[src/rtl/load_store_unit.sv]
// load_store_unit: data-memory access stage with handshaked word port, byte enables and load extension.
module load_store_unit #(
  parameter int TIMEOUT = 255
) (
  input  logic        clk,
  input  logic        resetN,
  input  logic        memRead,
  input  logic        memWrite,
  input  logic [2:0]  loadSrc,
  input  logic [1:0]  storeSrc,
  input  logic [31:0] addr,
  input  logic [31:0] writeData,
  output logic [31:0] readData,
  output logic        stall,
  output logic        misaligned,
  output logic        busError,
  output logic        memReq,
  output logic        memWe,
  output logic [31:0] memAddr,
  output logic [31:0] memWdata,
  output logic [3:0]  memBe,
  input  logic        memAck,
  input  logic [31:0] memRdata
);
  localparam int CW = TIMEOUT > 0 ? $clog2(TIMEOUT + 1) : 1;
  typedef enum logic [1:0] {IDLE, REQ, DONE} state_t;
  state_t r_state;
  logic [CW-1:0] r_cnt;
  logic [1:0] r_off;
  logic [2:0] r_fmt;
  logic w_lbyte, w_lhalf, w_mis, w_try, w_start, w_abort;
  logic [31:0] w_wdata, w_ldata;
  logic [3:0] w_be;
  logic [7:0] w_byte;
  logic [15:0] w_half;
  always_comb begin
    w_lbyte = loadSrc == 3'b000 || loadSrc == 3'b011;
    w_lhalf = loadSrc == 3'b001 || loadSrc == 3'b100;
    // a simultaneous load/store is treated as the store, so its alignment rule applies
    w_mis = memWrite ? (storeSrc == 2'b00 ? 1'b0 : storeSrc == 2'b01 ? addr[0] : |addr[1:0])
                     : (w_lbyte ? 1'b0 : w_lhalf ? addr[0] : |addr[1:0]);
    w_try = resetN && r_state == IDLE && (memRead || memWrite);
    misaligned = w_try && w_mis;
    w_start = w_try && !w_mis;
    stall = w_start || r_state == REQ;
    w_wdata = storeSrc == 2'b00 ? {4{writeData[7:0]}} : storeSrc == 2'b01 ? {2{writeData[15:0]}} : writeData;
    w_be = !memWrite ? 4'b1111 : storeSrc == 2'b00 ? 4'b0001 << addr[1:0]
         : storeSrc == 2'b01 ? (addr[1] ? 4'b1100 : 4'b0011) : 4'b1111;
    w_byte = memRdata[{r_off, 3'b000} +: 8];
    w_half = r_off[1] ? memRdata[31:16] : memRdata[15:0];
    w_ldata = r_fmt == 3'b000 ? {{24{w_byte[7]}}, w_byte}
            : r_fmt == 3'b001 ? {{16{w_half[15]}}, w_half}
            : r_fmt == 3'b011 ? {24'b0, w_byte}
            : r_fmt == 3'b100 ? {16'b0, w_half} : memRdata;
    w_abort = TIMEOUT > 0 && !memAck && 32'(r_cnt) + 32'd1 == 32'(TIMEOUT);
  end
  always_ff @(posedge clk or negedge resetN) begin
    if (!resetN) begin
      r_state  <= IDLE;
      r_cnt    <= '0;
      r_off    <= '0;
      r_fmt    <= '0;
      memReq   <= 1'b0;
      memWe    <= 1'b0;
      memAddr  <= '0;
      memWdata <= '0;
      memBe    <= '0;
      readData <= '0;
      busError <= 1'b0;
    end else begin
      busError <= 1'b0;
      case (r_state)
        IDLE: if (w_start) begin
          memReq   <= 1'b1;
          memWe    <= memWrite;
          memAddr  <= {addr[31:2], 2'b00};
          memWdata <= w_wdata;
          memBe    <= w_be;
          r_off    <= addr[1:0];
          r_fmt    <= loadSrc;
          r_cnt    <= '0;
          r_state  <= REQ;
        end
        REQ: if (memAck) begin
          memReq  <= 1'b0;
          if (!memWe) readData <= w_ldata;
          r_state <= DONE;
        end else if (w_abort) begin
          memReq   <= 1'b0;
          readData <= '0;
          busError <= 1'b1;
          r_state  <= DONE;
        end else begin
          r_cnt <= r_cnt + CW'(1);
        end
        default: r_state <= IDLE;
      endcase
    end
  end
endmodule

[config.mk]
export PLATFORM = sky130hd
export DESIGN_NAME = load_store_unit
export DESIGN_NICKNAME = d
export VERILOG_FILES = /design/src/rtl/load_store_unit.sv
export SDC_FILE = /design/constraint.sdc
export NUM_CORES = 1
export LEC_CHECK = 0
export BUFFER_PORTS_ARGS = -buffer_cell sky130_fd_sc_hd__buf_2
export CELL_PAD_IN_SITES_DETAIL_PLACEMENT = 0
export CELL_PAD_IN_SITES_GLOBAL_PLACEMENT = 1
export CORE_MARGIN = 1
export CORE_UTILIZATION = 28
export DETAILED_ROUTE_END_ITERATION = 10
export PLACE_DENSITY = 0.63
export SLEW_MARGIN = 20
export SYNTH_ARGS = -nofsm -noshare
export SYNTH_HDL_FRONTEND = slang
export SYNTH_SLANG_ARGS = --single-unit
[constraint.sdc]
create_clock -name clk -period 2.8 [get_ports clk]
set_clock_uncertainty 0.15 [all_clocks]
set_input_delay 0.56 -clock clk [delete_from_list [all_inputs] [get_ports clk]]
set_output_delay 0.56 -clock clk [all_outputs]
set_load 0.005 [all_outputs]
==> results.cfg <==
[critical_path]
rr_endpoint = readData[9]
crit_path_end_kind = output pin
crit_path_start_kind = input pin
reg2reg_setup_slack_ns = 0.38
crit_type = in2out
rr_worst_depth = 7
reg2reg_from = r_cnt[0]
critPathRequiredTime_ns = 2.09
crit_arrival_ns = 1.75
crit_path_max_fanout = 9

[yosys]
async_flop_share_pct = 100
netlist_instances = 505
synth_edf_count = 0
yosysSeqAreaShare_pct = 51.2
ys_ff_latch = 116
synth_top_flop_cell = dfrtp_1
syn-cell-area_um2 = 5670
syn_avg_cell_area_um2 = 11.2
ys_warn_count = 0
ys_types = 50

[floorplan]
fp.dieW_um = 144
rows = 51
ioPinCount = 211
start_util_pct = 28.9
coreArea_um2 = 19700
die-area_um2 = 20800
die_y_um = 144

[clock_tree]
cts_hold_buf = 0
path_clk_slew_ns = 0.06
clock-sinks = 116
cts_buffer_depth = 2
postCtsSetupBuffers = 0
numCtsBuffers = 17
root_buffer = clkbuf_16
cts_tree = done
clk_latency_ns = 0.41
htree_levels = 4
ctsResizeCount = 0

[timing]
finalSetupTns_ns = 0
relSlewSlack_pct = 43.1
max_freq_ghz = 0.407
setup_ws_ns = 0.343
setup_viol = 0
slew_viol_final = 0
grt_setup_unrepaired = no
finalCritPeriodShare_pct = 87.8
hold_viol_final = 0
min_period_ns = 2.46
tightest_slew_ns = 0.852

[final_layout]
drive_gt1_share_pct = 42.9
num-fill-cells = 1998
final_common_cell = buf_2
nNetsFinal = 822
syn_to_final_growth_pct = 35.2
multi_input_area_um2 = 2510
seq_area_um2 = 2900
layout_common_cells = buf_2 (207), dfrtp_1 (116), mux2_2 (47)

[power]
leakage_nw = 3.63
power.density_nw_per_um2 = 954
ir_drop_v = 0.000468

[placed_design]
gp_congestion = 0.839
post-dp-hpwl_um = 12500
post-place-ws_ns = 0.316
port_buffers = 208

[min_path]
hold_class = in2async

[drt]
drt_first_iter_violations = 183
post_drt_wl_per_cell_um = 17.2
avgViaCountPerCell = 4.79
vias = 4755
ant_nets = 0
drc_errors = 0
routed_wl_um = 17000
dr.pass1.iters = 4

[global_route]
grt_pass1_wl_um = 26000
antenna_found_initial = 2
grt_usage_pct = 16.6
grt_pass1_vias = 4719
grt_max_degree = 117
grt_overflow = 0

[job]
drv_cap = 0

[outcome]
status = completed
-- power by group --
part	switching [mW]	total (mW)	internal (mW)
clock	0.857	2.28	1.42
combinational	1.11	2.28	1.17
sequential	0.454	2.76	2.30
total	2.42	7.31	4.90
-- critical path, stage by stage --
cell and delay (ns):
buf_2 0.17, nor4_1 0.34, a311oi_2 0.11, a21oi_4 0.27
nand2b_1 0.17, buf_2 0.13
-- synth_stat cells, drive strengths merged (3+ instances only) --
| library cell | n | share of area, % |
|---|---|---|
| a21o | 4 | 0.53 |
| a21oi | 43 | 3.9 |
| a31oi | 3 | 0.33 |
| buf | 30 | 3.0 |
| clkbuf | 5 | 0.33 |
| dfrtp | 116 | 51 |
| inv | 22 | 1.5 |
| mux2 | 52 | 10 |
| mux2i | 46 | 8.1 |
| mux4 | 3 | 1.2 |
| nand2 | 19 | 1.3 |
| nand2b | 11 | 1.2 |
| nand3 | 5 | 0.44 |
| nor2 | 39 | 2.6 |
| nor2b | 3 | 0.33 |
| nor4 | 9 | 0.99 |
| o211ai | 8 | 1.1 |
| o21ai | 26 | 2.3 |
| o221ai | 9 | 1.4 |
| o2bb2ai | 21 | 3.2 |
-- flip-flops by register name, summed over array words and instances, names as in the netlist --
| name | flops |
|---|---|
| memWe | 1 |
| r_off | 2 |
| memBe | 4 |
| busError | 1 |
| readData | 32 |
| r_fmt | 3 |
| memAddr | 30 |
| r_state | 2 |
| r_cnt | 8 |
| memWdata | 32 |
| memReq | 1 |
-- area by class of cell --
type	instances	area share, %
tap	265	4.33
clock buffer	17	5.55
inverter	22	1.08
timing repair buffer	224	15.8
clock inverter	15	2.55
sequential	116	37.9
antenna	1	0.0326
multi-input combinational	333	32.8
-- stage by stage --
| step | cells | total power, mW | utilization, % | instance area [µm²] | hold slack, ns |
|---|---|---|---|---|---|
| after floorplan | 506 | 3.95 | - | 5670 | 0.114 |
| after global placement | 960 | 5.02 | 35.8 | 7040 | 0.318 |
| after detailed placement | 960 | 5.09 | 35.8 | 7040 | 0.320 |
| after CTS | 992 | 7.42 | 39.0 | 7660 | 0.159 |
| after global routing | 992 | 7.77 | 39.0 | 7660 | 0.184 |
| final | 993 | 7.31 | 39.0 | 7670 | 0.0830 |
-- routing by layer --
| metal | track usage (%) | share of wire, % |
|---|---|---|
| met4 | 5.15 | 0.97 |
| met2 | 24.9 | 44 |
| met1 | 21.3 | 44 |
| met5 | 0 | 0.10 |
| met3 | 7.38 | 11 |
-- worst max path at each step --
stage / from / endpoint / slack (ns) / cells past startpoint
6_report: memWrite / stall / 0.34 / 6
5_1_grt: r_cnt[0] / readData[9] / 0.18 / 7
4_1_cts: memWrite / stall / 0.30 / 6
3_5_place_dp: memWrite / stall / 0.32 / 6
3_3_place_gp: memWrite / stall / 0.30 / 6
2_1_floorplan: memWrite / stall / 0.33 / 7
-- cells by family (layout without fill, tap and decap cells) --
family	count (synthesis)	count (layout)	synth area share [%]
compound gates	128	128	15.1
flops	116	116	51.2
mux	101	101	19.6
simple gates	95	95	7.90
buf+inv	57	278	4.83
xor+xnor	4	4	0.618
fa+ha+maj	3	3	0.618
other cells	1	3	0.0661
(Power assumes the default switching activity.)
